File: src/rtl/uvma_obi_slv_resp_pipe_pkg.sv
// Shared types and helpers for the OBI slave response pipe.
// Struct fields are sized for the widest supported configuration (64-bit data, 16-bit ids).
package uvma_obi_slv_resp_pipe_pkg;

    localparam int unsigned MAX_ID_W   = 16;
    localparam int unsigned MAX_DATA_W = 64;

    typedef struct packed {
        logic [MAX_ID_W-1:0] aid;
        logic                we;
        logic                local_err;
    } tag_t;

    typedef struct packed {
        logic [MAX_DATA_W-1:0] rdata;
        logic                  err;
    } rsp_t;

    // True when the enabled lanes form one non-empty run inside the low nbytes lanes.
    function automatic logic is_contig_be(input logic [7:0] be, input int nbytes);
        logic seen_one;
        logic seen_gap;
        logic ok;
        seen_one = 1'b0;
        seen_gap = 1'b0;
        ok       = 1'b1;
        for (int i = 0; i < 8; i++) begin
            if (i < nbytes) begin
                if (be[3'(i)]) begin
                    if (seen_gap) ok = 1'b0;
                    seen_one = 1'b1;
                end else if (seen_one) begin
                    seen_gap = 1'b1;
                end
            end else if (be[3'(i)]) begin
                ok = 1'b0;
            end
        end
        return ok & seen_one;
    endfunction

    function automatic logic is_misaligned(input logic [2:0] addr_lo, input int nbytes);
        return (nbytes == 8) ? (addr_lo != 3'd0) : (addr_lo[1:0] != 2'd0);
    endfunction

endpackage

File: src/rtl/uvma_obi_slv_fifo.sv
// Synchronous FIFO with extra-MSB pointers; full/empty decided by MSB compare.
// Only the pointers are reset; storage contents are don't-care until written.
module uvma_obi_slv_fifo #(
    parameter int unsigned WIDTH = 8,
    parameter int unsigned DEPTH = 4
) (
    input  logic             clk_i,
    input  logic             rst_ni,
    input  logic             push_i,
    input  logic [WIDTH-1:0] data_i,
    input  logic             pop_i,
    output logic             full_o,
    output logic             empty_o,
    output logic [WIDTH-1:0] head_o
);

    localparam int unsigned AW = $clog2(DEPTH);

    logic [AW:0]      wptr_q, wptr_d;
    logic [AW:0]      rptr_q, rptr_d;
    logic [WIDTH-1:0] mem_q [DEPTH];

    assign empty_o = (wptr_q == rptr_q);
    assign full_o  = (wptr_q[AW] != rptr_q[AW]) && (wptr_q[AW-1:0] == rptr_q[AW-1:0]);
    assign head_o  = mem_q[rptr_q[AW-1:0]];

    assign wptr_d = wptr_q + {{AW{1'b0}}, push_i};
    assign rptr_d = rptr_q + {{AW{1'b0}}, pop_i};

    always_ff @(posedge clk_i or negedge rst_ni) begin
        if (!rst_ni) begin
            wptr_q <= '0;
            rptr_q <= '0;
        end else begin
            wptr_q <= wptr_d;
            rptr_q <= rptr_d;
        end
    end

    always_ff @(posedge clk_i) begin
        if (push_i) mem_q[wptr_q[AW-1:0]] <= data_i;
    end

    // The outstanding limit upstream makes either of these a design error.
    a_no_overflow:  assert property (@(posedge clk_i) disable iff (!rst_ni) !(push_i && full_o));
    a_no_underflow: assert property (@(posedge clk_i) disable iff (!rst_ni) !(pop_i && empty_o));

endmodule

File: src/rtl/uvma_obi_slv_resp_pipe.sv
// OBI slave shim: forwards A-channel requests to an in-order memory port and returns R responses.
// Optional macro UVMA_OBI_SLV_MISALIGN_ERR_EN answers misaligned/bad-be accesses locally with err=1.
module uvma_obi_slv_resp_pipe
    import uvma_obi_slv_resp_pipe_pkg::*;
#(
    parameter int unsigned ADDR_WIDTH      = 32,
    parameter int unsigned DATA_WIDTH      = 32,
    parameter int unsigned ID_WIDTH        = 4,
    parameter int unsigned MAX_OUTSTANDING = 4
) (
    input  logic                              clk,
    input  logic                              reset_n,
    input  logic                              obi_req,
    output logic                              obi_gnt,
    input  logic [ADDR_WIDTH-1:0]             obi_addr,
    input  logic                              obi_we,
    input  logic [DATA_WIDTH/8-1:0]           obi_be,
    input  logic [DATA_WIDTH-1:0]             obi_wdata,
    input  logic [ID_WIDTH-1:0]               obi_aid,
    output logic                              obi_rvalid,
    input  logic                              obi_rready,
    output logic [DATA_WIDTH-1:0]             obi_rdata,
    output logic                              obi_err,
    output logic [ID_WIDTH-1:0]               obi_rid,
    output logic                              mem_req,
    output logic [ADDR_WIDTH-1:0]             mem_addr,
    output logic                              mem_we,
    output logic [DATA_WIDTH/8-1:0]           mem_be,
    output logic [DATA_WIDTH-1:0]             mem_wdata,
    input  logic                              mem_rvalid,
    input  logic [DATA_WIDTH-1:0]             mem_rdata,
    input  logic                              mem_err,
    output logic [$clog2(MAX_OUTSTANDING):0]  outstanding
);

    localparam int unsigned    BEW     = DATA_WIDTH / 8;
    localparam int unsigned    CW      = $clog2(MAX_OUTSTANDING) + 1;
    localparam logic [CW-1:0]  MAX_CNT = CW'(MAX_OUTSTANDING);
    localparam logic [CW-1:0]  ONE     = CW'(1);

    logic [CW-1:0] out_cnt_q, out_cnt_d;
    logic [CW-1:0] mem_pend_q, mem_pend_d;
    logic          accept;
    logic          local_err;
    logic          rsp_hs;
    logic          mem_rsp_keep;
    tag_t          tag_in, tag_head;
    rsp_t          rsp_in, rsp_head;
    logic          tag_full, tag_empty;
    logic          rsp_full, rsp_empty;
    logic          unused_sink;

`ifdef UVMA_OBI_SLV_MISALIGN_ERR_EN
    assign local_err = is_misaligned(obi_addr[2:0], int'(BEW))
                     || !is_contig_be(8'(obi_be), int'(BEW));
`else
    assign local_err = 1'b0;
`endif

    assign obi_gnt   = obi_req && (out_cnt_q < MAX_CNT);
    assign accept    = obi_req && obi_gnt;

    assign mem_req   = accept && !local_err;
    assign mem_addr  = obi_addr;
    assign mem_we    = obi_we;
    assign mem_be    = obi_be;
    assign mem_wdata = obi_wdata;

    assign tag_in.aid       = MAX_ID_W'(obi_aid);
    assign tag_in.we        = obi_we;
    assign tag_in.local_err = local_err;

    // Responses with no access in flight (stale after reset) are discarded.
    assign mem_rsp_keep = mem_rvalid && (mem_pend_q != '0);
    assign rsp_in.rdata = MAX_DATA_W'(mem_rdata);
    assign rsp_in.err   = mem_err;

    uvma_obi_slv_fifo #(
        .WIDTH ($bits(tag_t)),
        .DEPTH (MAX_OUTSTANDING)
    ) u_tag_fifo (
        .clk_i   (clk),
        .rst_ni  (reset_n),
        .push_i  (accept),
        .data_i  (tag_in),
        .pop_i   (rsp_hs),
        .full_o  (tag_full),
        .empty_o (tag_empty),
        .head_o  (tag_head)
    );

    uvma_obi_slv_fifo #(
        .WIDTH ($bits(rsp_t)),
        .DEPTH (MAX_OUTSTANDING)
    ) u_rsp_fifo (
        .clk_i   (clk),
        .rst_ni  (reset_n),
        .push_i  (mem_rsp_keep),
        .data_i  (rsp_in),
        .pop_i   (rsp_hs && !tag_head.local_err),
        .full_o  (rsp_full),
        .empty_o (rsp_empty),
        .head_o  (rsp_head)
    );

    assign obi_rvalid = !tag_empty && (tag_head.local_err || !rsp_empty);
    assign rsp_hs     = obi_rvalid && obi_rready;

    // Data entries pair in order with non-local tags, so the head tag's we flag masks write data.
    always_comb begin
        obi_rdata = '0;
        obi_err   = 1'b0;
        obi_rid   = '0;
        if (obi_rvalid) begin
            obi_rid = tag_head.aid[ID_WIDTH-1:0];
            if (tag_head.local_err) begin
                obi_err = 1'b1;
            end else begin
                obi_rdata = tag_head.we ? '0 : rsp_head.rdata[DATA_WIDTH-1:0];
                obi_err   = rsp_head.err;
            end
        end
    end

    always_comb begin
        out_cnt_d = out_cnt_q;
        case ({accept, rsp_hs})
            2'b10:   out_cnt_d = out_cnt_q + ONE;
            2'b01:   out_cnt_d = out_cnt_q - ONE;
            default: out_cnt_d = out_cnt_q;
        endcase
        mem_pend_d = mem_pend_q + CW'(mem_req) - CW'(mem_rsp_keep);
    end

    always_ff @(posedge clk or negedge reset_n) begin
        if (!reset_n) begin
            out_cnt_q  <= '0;
            mem_pend_q <= '0;
        end else begin
            out_cnt_q  <= out_cnt_d;
            mem_pend_q <= mem_pend_d;
        end
    end

    assign outstanding = out_cnt_q;
    assign unused_sink = ^{tag_head, rsp_head, tag_full, rsp_full};

endmodule

File: config.mk
export PLATFORM = sky130hd
export DESIGN_NAME = uvma_obi_slv_resp_pipe
export DESIGN_NICKNAME = d
export VERILOG_FILES = /design/src/rtl/uvma_obi_slv_resp_pipe_pkg.sv /design/src/rtl/uvma_obi_slv_fifo.sv /design/src/rtl/uvma_obi_slv_resp_pipe.sv
export SDC_FILE = /design/constraint.sdc
export NUM_CORES = 1
export LEC_CHECK = 0
export ABC_AREA = 0
export CAP_MARGIN = 30
export CORE_MARGIN = 10
export CORE_UTILIZATION = 54
export CTS_CLUSTER_DIAMETER = 200
export DETAILED_ROUTE_END_ITERATION = 10
export GPL_TIMING_DRIVEN = 0
export HOLD_SLACK_MARGIN = 0.05
export PLACE_DENSITY = 0.81
export SYNTH_ARGS = -nofsm -noshare
export SYNTH_HDL_FRONTEND = slang
export SYNTH_HIERARCHICAL = 1
export SYNTH_SLANG_ARGS = --single-unit
File: constraint.sdc
create_clock -name clk -period 11.49 [get_ports clk]
set_clock_uncertainty 0.05 [all_clocks]
set_input_delay 2.298 -clock clk [delete_from_list [all_inputs] [get_ports clk]]
set_output_delay 2.298 -clock clk [all_outputs]
set_load 0.005 [all_outputs]
After elaboration in Yosys (flattened, before gate mapping)
Memories as Yosys holds them, arrays and structs flattened.
Index checks and enable logic that the tools add are counted.
Cells by class
  equality and inequality tests: 4
  reductions and logical operators: 12
  $add $sub $neg: 8
  multiplexer cells: 11
  magnitude comparators: 1
Operators by type and width (number)
  32-bit 2-to-1 mux: 3
  3-bit by 1-bit adder with 3-bit output: 5
  3-bit equality test: 2
  1-bit logical AND: 6
  1-bit 2-to-1 mux: 6
  3-bit case mux with 2 select lines: 1
  4-bit 2-to-1 mux: 1
  3-bit by 1-bit adder with 3-bit output, second input constant: 1
  3-bit less-than comparator, second input constant: 1
  3-bit nonzero test: 1
  3-bit by 1-bit subtractor with 3-bit output: 1
  3-bit by 1-bit subtractor with 3-bit output, second input constant: 1
  2-bit by 1-bit equality test with 1-bit output, second input constant: 1
  2-bit equality test, second input constant: 1
  1-bit logical NOT: 2
  2-bit nonzero test: 1
  1-bit logical NOT, first input constant: 1
  1-bit logical OR, first input constant: 1
Storage, ports and cells
  bits in registers: 18
  word-level logic and storage cells: 44
  input port bits: 111
  output and inout bits: 112
  RAM bits: 152
  memories kept: 2
Memories
  u_rsp_fifo.mem_q: words 4, width 33, rd ports 1, clocked after memory_dff 0, write ports 1, line uvma_obi_slv_fifo.sv:21  | logic [WIDTH-1:0] mem_q [DEPTH];
  u_tag_fifo.mem_q: words 4, width 5, rd ports 1, clocked after memory_dff 0, write ports 1, line uvma_obi_slv_fifo.sv:21

Longest topological paths before layout
  word-level depth: 7
  depth in mapped cells: 12
  depth with buffers taken out: 10

Cells and area by module
Netlist, hierarchy kept.
By module, submodules not included
  uvma_obi_slv_fifo at u_rsp_fifo: cells each 361, area each 9659.3 µm², sequential area each 7957.6 µm², instances 1
  uvma_obi_slv_fifo at u_tag_fifo: cells each 116, area each 2929.1 µm², sequential area each 2312.2 µm², instances 1
  uvma_obi_slv_resp_pipe: cells each 145, area each 1182.4 µm², sequential area each 150.1 µm², instances 1

Worst setup path after synthesis
No wires, ideal clock.
  path kind: input port to flip-flop
  start: input mem_rvalid
  end: memory u_rsp_fifo/mem_q[0][0] (netlist name), enable pin
  buffers on the path: 0
  library setup time: 582 ps
  cell stages on the path: 2
  path slack: 3568 ps
  data required time: 10858 ps
  arrival: 7290 ps
  cell sequence: o31a_1 > nor3b_1
Between the ends
  word-level cells in the longest chain between the ends: 3
RTL lines
  start, declared: line uvma_obi_slv_resp_pipe.sv:30  | input logic mem_rvalid,
  1-bit logical AND: line uvma_obi_slv_resp_pipe.sv:74  | assign mem_rsp_keep = mem_rvalid && (mem_pend_q != '0);
  1-bit 2-to-1 mux: line uvma_obi_slv_fifo.sv:41  | if (push_i) mem_q[wptr_q[AW-1:0]] <= data_i;
  1-bit 2-to-1 mux (not written as such): line uvma_obi_slv_fifo.sv:41
  end, declared: line uvma_obi_slv_fifo.sv:21
No other way between the ends.

Worst setup path in the final report
  start: input obi_req
  end: output obi_gnt
Between the ends
  word-level cells in the longest chain between the ends: 1
RTL lines
  start, declared: line uvma_obi_slv_resp_pipe.sv:13  | input logic obi_req,
  1-bit logical AND: line uvma_obi_slv_resp_pipe.sv:60  | assign obi_gnt = obi_req && (out_cnt_q < MAX_CNT);
  end, declared: line uvma_obi_slv_resp_pipe.sv:14  | output logic obi_gnt,
No other way between the ends.

==> results.yml <==
power:
  irDropWorstVdd_mv: 0.155
  power_density_nw_per_um2: 239
  p_leak_nw: 3.66
  power_mw: 2.37
job:
  drv_cap: 0
final_layout:
  areaGrowthSynthToFinish_pct: 33.3
  fin_util: 0.743
  final_net_count: 701
  drive_gt1_frac: 0.302
sta:
  max_clock_freq_mhz: 166
  setup_viol_count_final: 0
  period_share: 0.524
  maxSlewHeadroom: 0.378
  finalHoldViolCount: 0
  period_minus_slack_ps: 6020
  finalMaxSlewViolations: 0
  finalSetupTns_ps: 0
  timing.hold.ws_ps: 433
  rsz0062_at_grt: "no"
  tightest_slew_ps: 933
  setup_ws_ps: 5470
place:
  dp_slack_ps: 5460
  routabilityCongestion: 0.711
  portBuffers: 154
  detailed_place_hpwl_microns: 12100
setup_path:
  crit_chain: "clkdlybuf4s50_1, nand2b_1, inv_1, buf_4, clkdlybuf4s50_1"
  cpMostUsedCell: "clkdlybuf4s50_1"
  path_buf_inv: 4
  crit_path_max_incr_delay_ps: 490
  arrival_ps: 3670
  worstSetupPathType: "input pin to output port"
  r2r_slack_ps: 8570
  end_kind: "output port"
  critPathMaxFanout: 8
  worstSetupStartpointType: "input pin"
  crit_slowest_cell: "clkdlybuf4s50_1"
  crit_required_ps: 9140
  cpLargestDelayFamily: "buffers and inverters"
die:
  floorplan.die_area_sq_um: 18900
  row_count: 42
  die_y_microns: 137
  core-area_sq_um: 13300
  fp.dieW_microns: 137
  io_pins: 223
  start_util: 0.557
global_route:
  grt_pass1_wl_microns: 25200
  grt_max_degree: 34
  grt_usage: 0.179
  grt_overflow: 0
  antenna_found_initial: 0
  grt_pass1_vias: 4289
detailed_routing:
  vias: 3960
  drtIter0Drc: 317
  wl_per_cell_microns: 21.9
  avgViaCountPerCell: 5.16
  dr.pass1.iters: 4
  wl_microns: 16800
  ant_nets: 0
  drc: 0
clock_tree:
  post_cts_buffers: 0
  clock_sinks: 174
  cts_tree: "done"
  postCtsHoldBufs: 0
  insertion_delay_ps: 420
  cts_resized: 0
  ctsRootBufferMaster: "clkbuf_16"
  cts_made_buffers: 17
  clk_pin_slew_ps: 60
  clk_path_buf_depth: 2
  htreeDepth: 4
synthesis:
  postSynthAreaPerCell_sq_um: 18.8
  syn_inst: 396
  mappedNetlistArea_sq_um: 7440
  ys_warn_count: 6
hold_path:
  hold_class: "register to register"
status:
  status: "finished clean"
-- final cells by class --
| type | count | area, sq um |
|---|---|---|
| antenna | 1 | 2.50 |
| buffer | 87 | 651 |
| clock buffer | 22 | 464 |
| clock inverter | 10 | 163 |
| fill | 796 | 3430 |
| inverter | 9 | 33.8 |
| multi-input combinational | 129 | 1650 |
| sequential | 174 | 5130 |
| tap | 176 | 220 |
| timing repair buffer | 159 | 1600 |
-- per-stage QoR --
step / instance area, sq um / cells
floorplan: 7450 / 399
global placement: 9210 / 729
detailed placement: 9280 / 733
CTS: 9910 / 765
global route: 9910 / 766
finish: 9920 / 767
-- worst paths after layout --
check,from,to,cells past startpoint
setup / recovery,obi_req,obi_gnt,5
hold / removal,mem_pend_q[2],mem_pend_q[2],1
setup reg to reg,u_tag_fifo/rptr_q[0],outstanding[2],12
hold reg to reg,mem_pend_q[2],mem_pend_q[2],1
max in group asynchronous,reset_n,u_rsp_fifo/rptr_q[1],1
min in group asynchronous,reset_n,outstanding[1],1
-- routing by layer --
metal  GRT usage  wire, microns
met2       0.315           9070
met1       0.199           6080
met3      0.0615           1480
met4      0.0568            202
met5           0              0
-- cells in the final DEF, fill, tap and decap left out, drive strengths merged --
cell           count
mux4              39
bufinv             4
and3               2
ha                11
o31a               1
nor3b              4
mux2i              1
fa                 2
nand2              2
diode              1
clkbuf            28
buf               86
edfxtp           156
clkinv             4
a21oi              2
clkinvlp           2
nor4b              1
conb               4
nor4               1
xor2              11
xnor2              4
and2              37
clkdlybuf4s50    154
dfrtp             18
nand2b             2
nor2               3
and3b              2
inv                9
-- flip-flops by register name, summed over array words and instances (netlist names) --
signal	count
u_rsp_fifo/mem_q	132
u_tag_fifo/wptr_q	3
u_rsp_fifo/rptr_q	3
u_tag_fifo/rptr_q	3
u_rsp_fifo/wptr_q	3
mem_pend_q	3
outstanding	3
u_tag_fifo/mem_q	24
-- report_power, final --
group / internal, mW / total (mW) / leakage, nW / switching (mW)
logic: 0.496 / 0.872 / 1.72 / 0.376
clock network: 0.375 / 0.598 / 0.300 / 0.222
registers: 0.844 / 0.902 / 1.64 / 0.0572
Power figures use the tool's default switching activity.
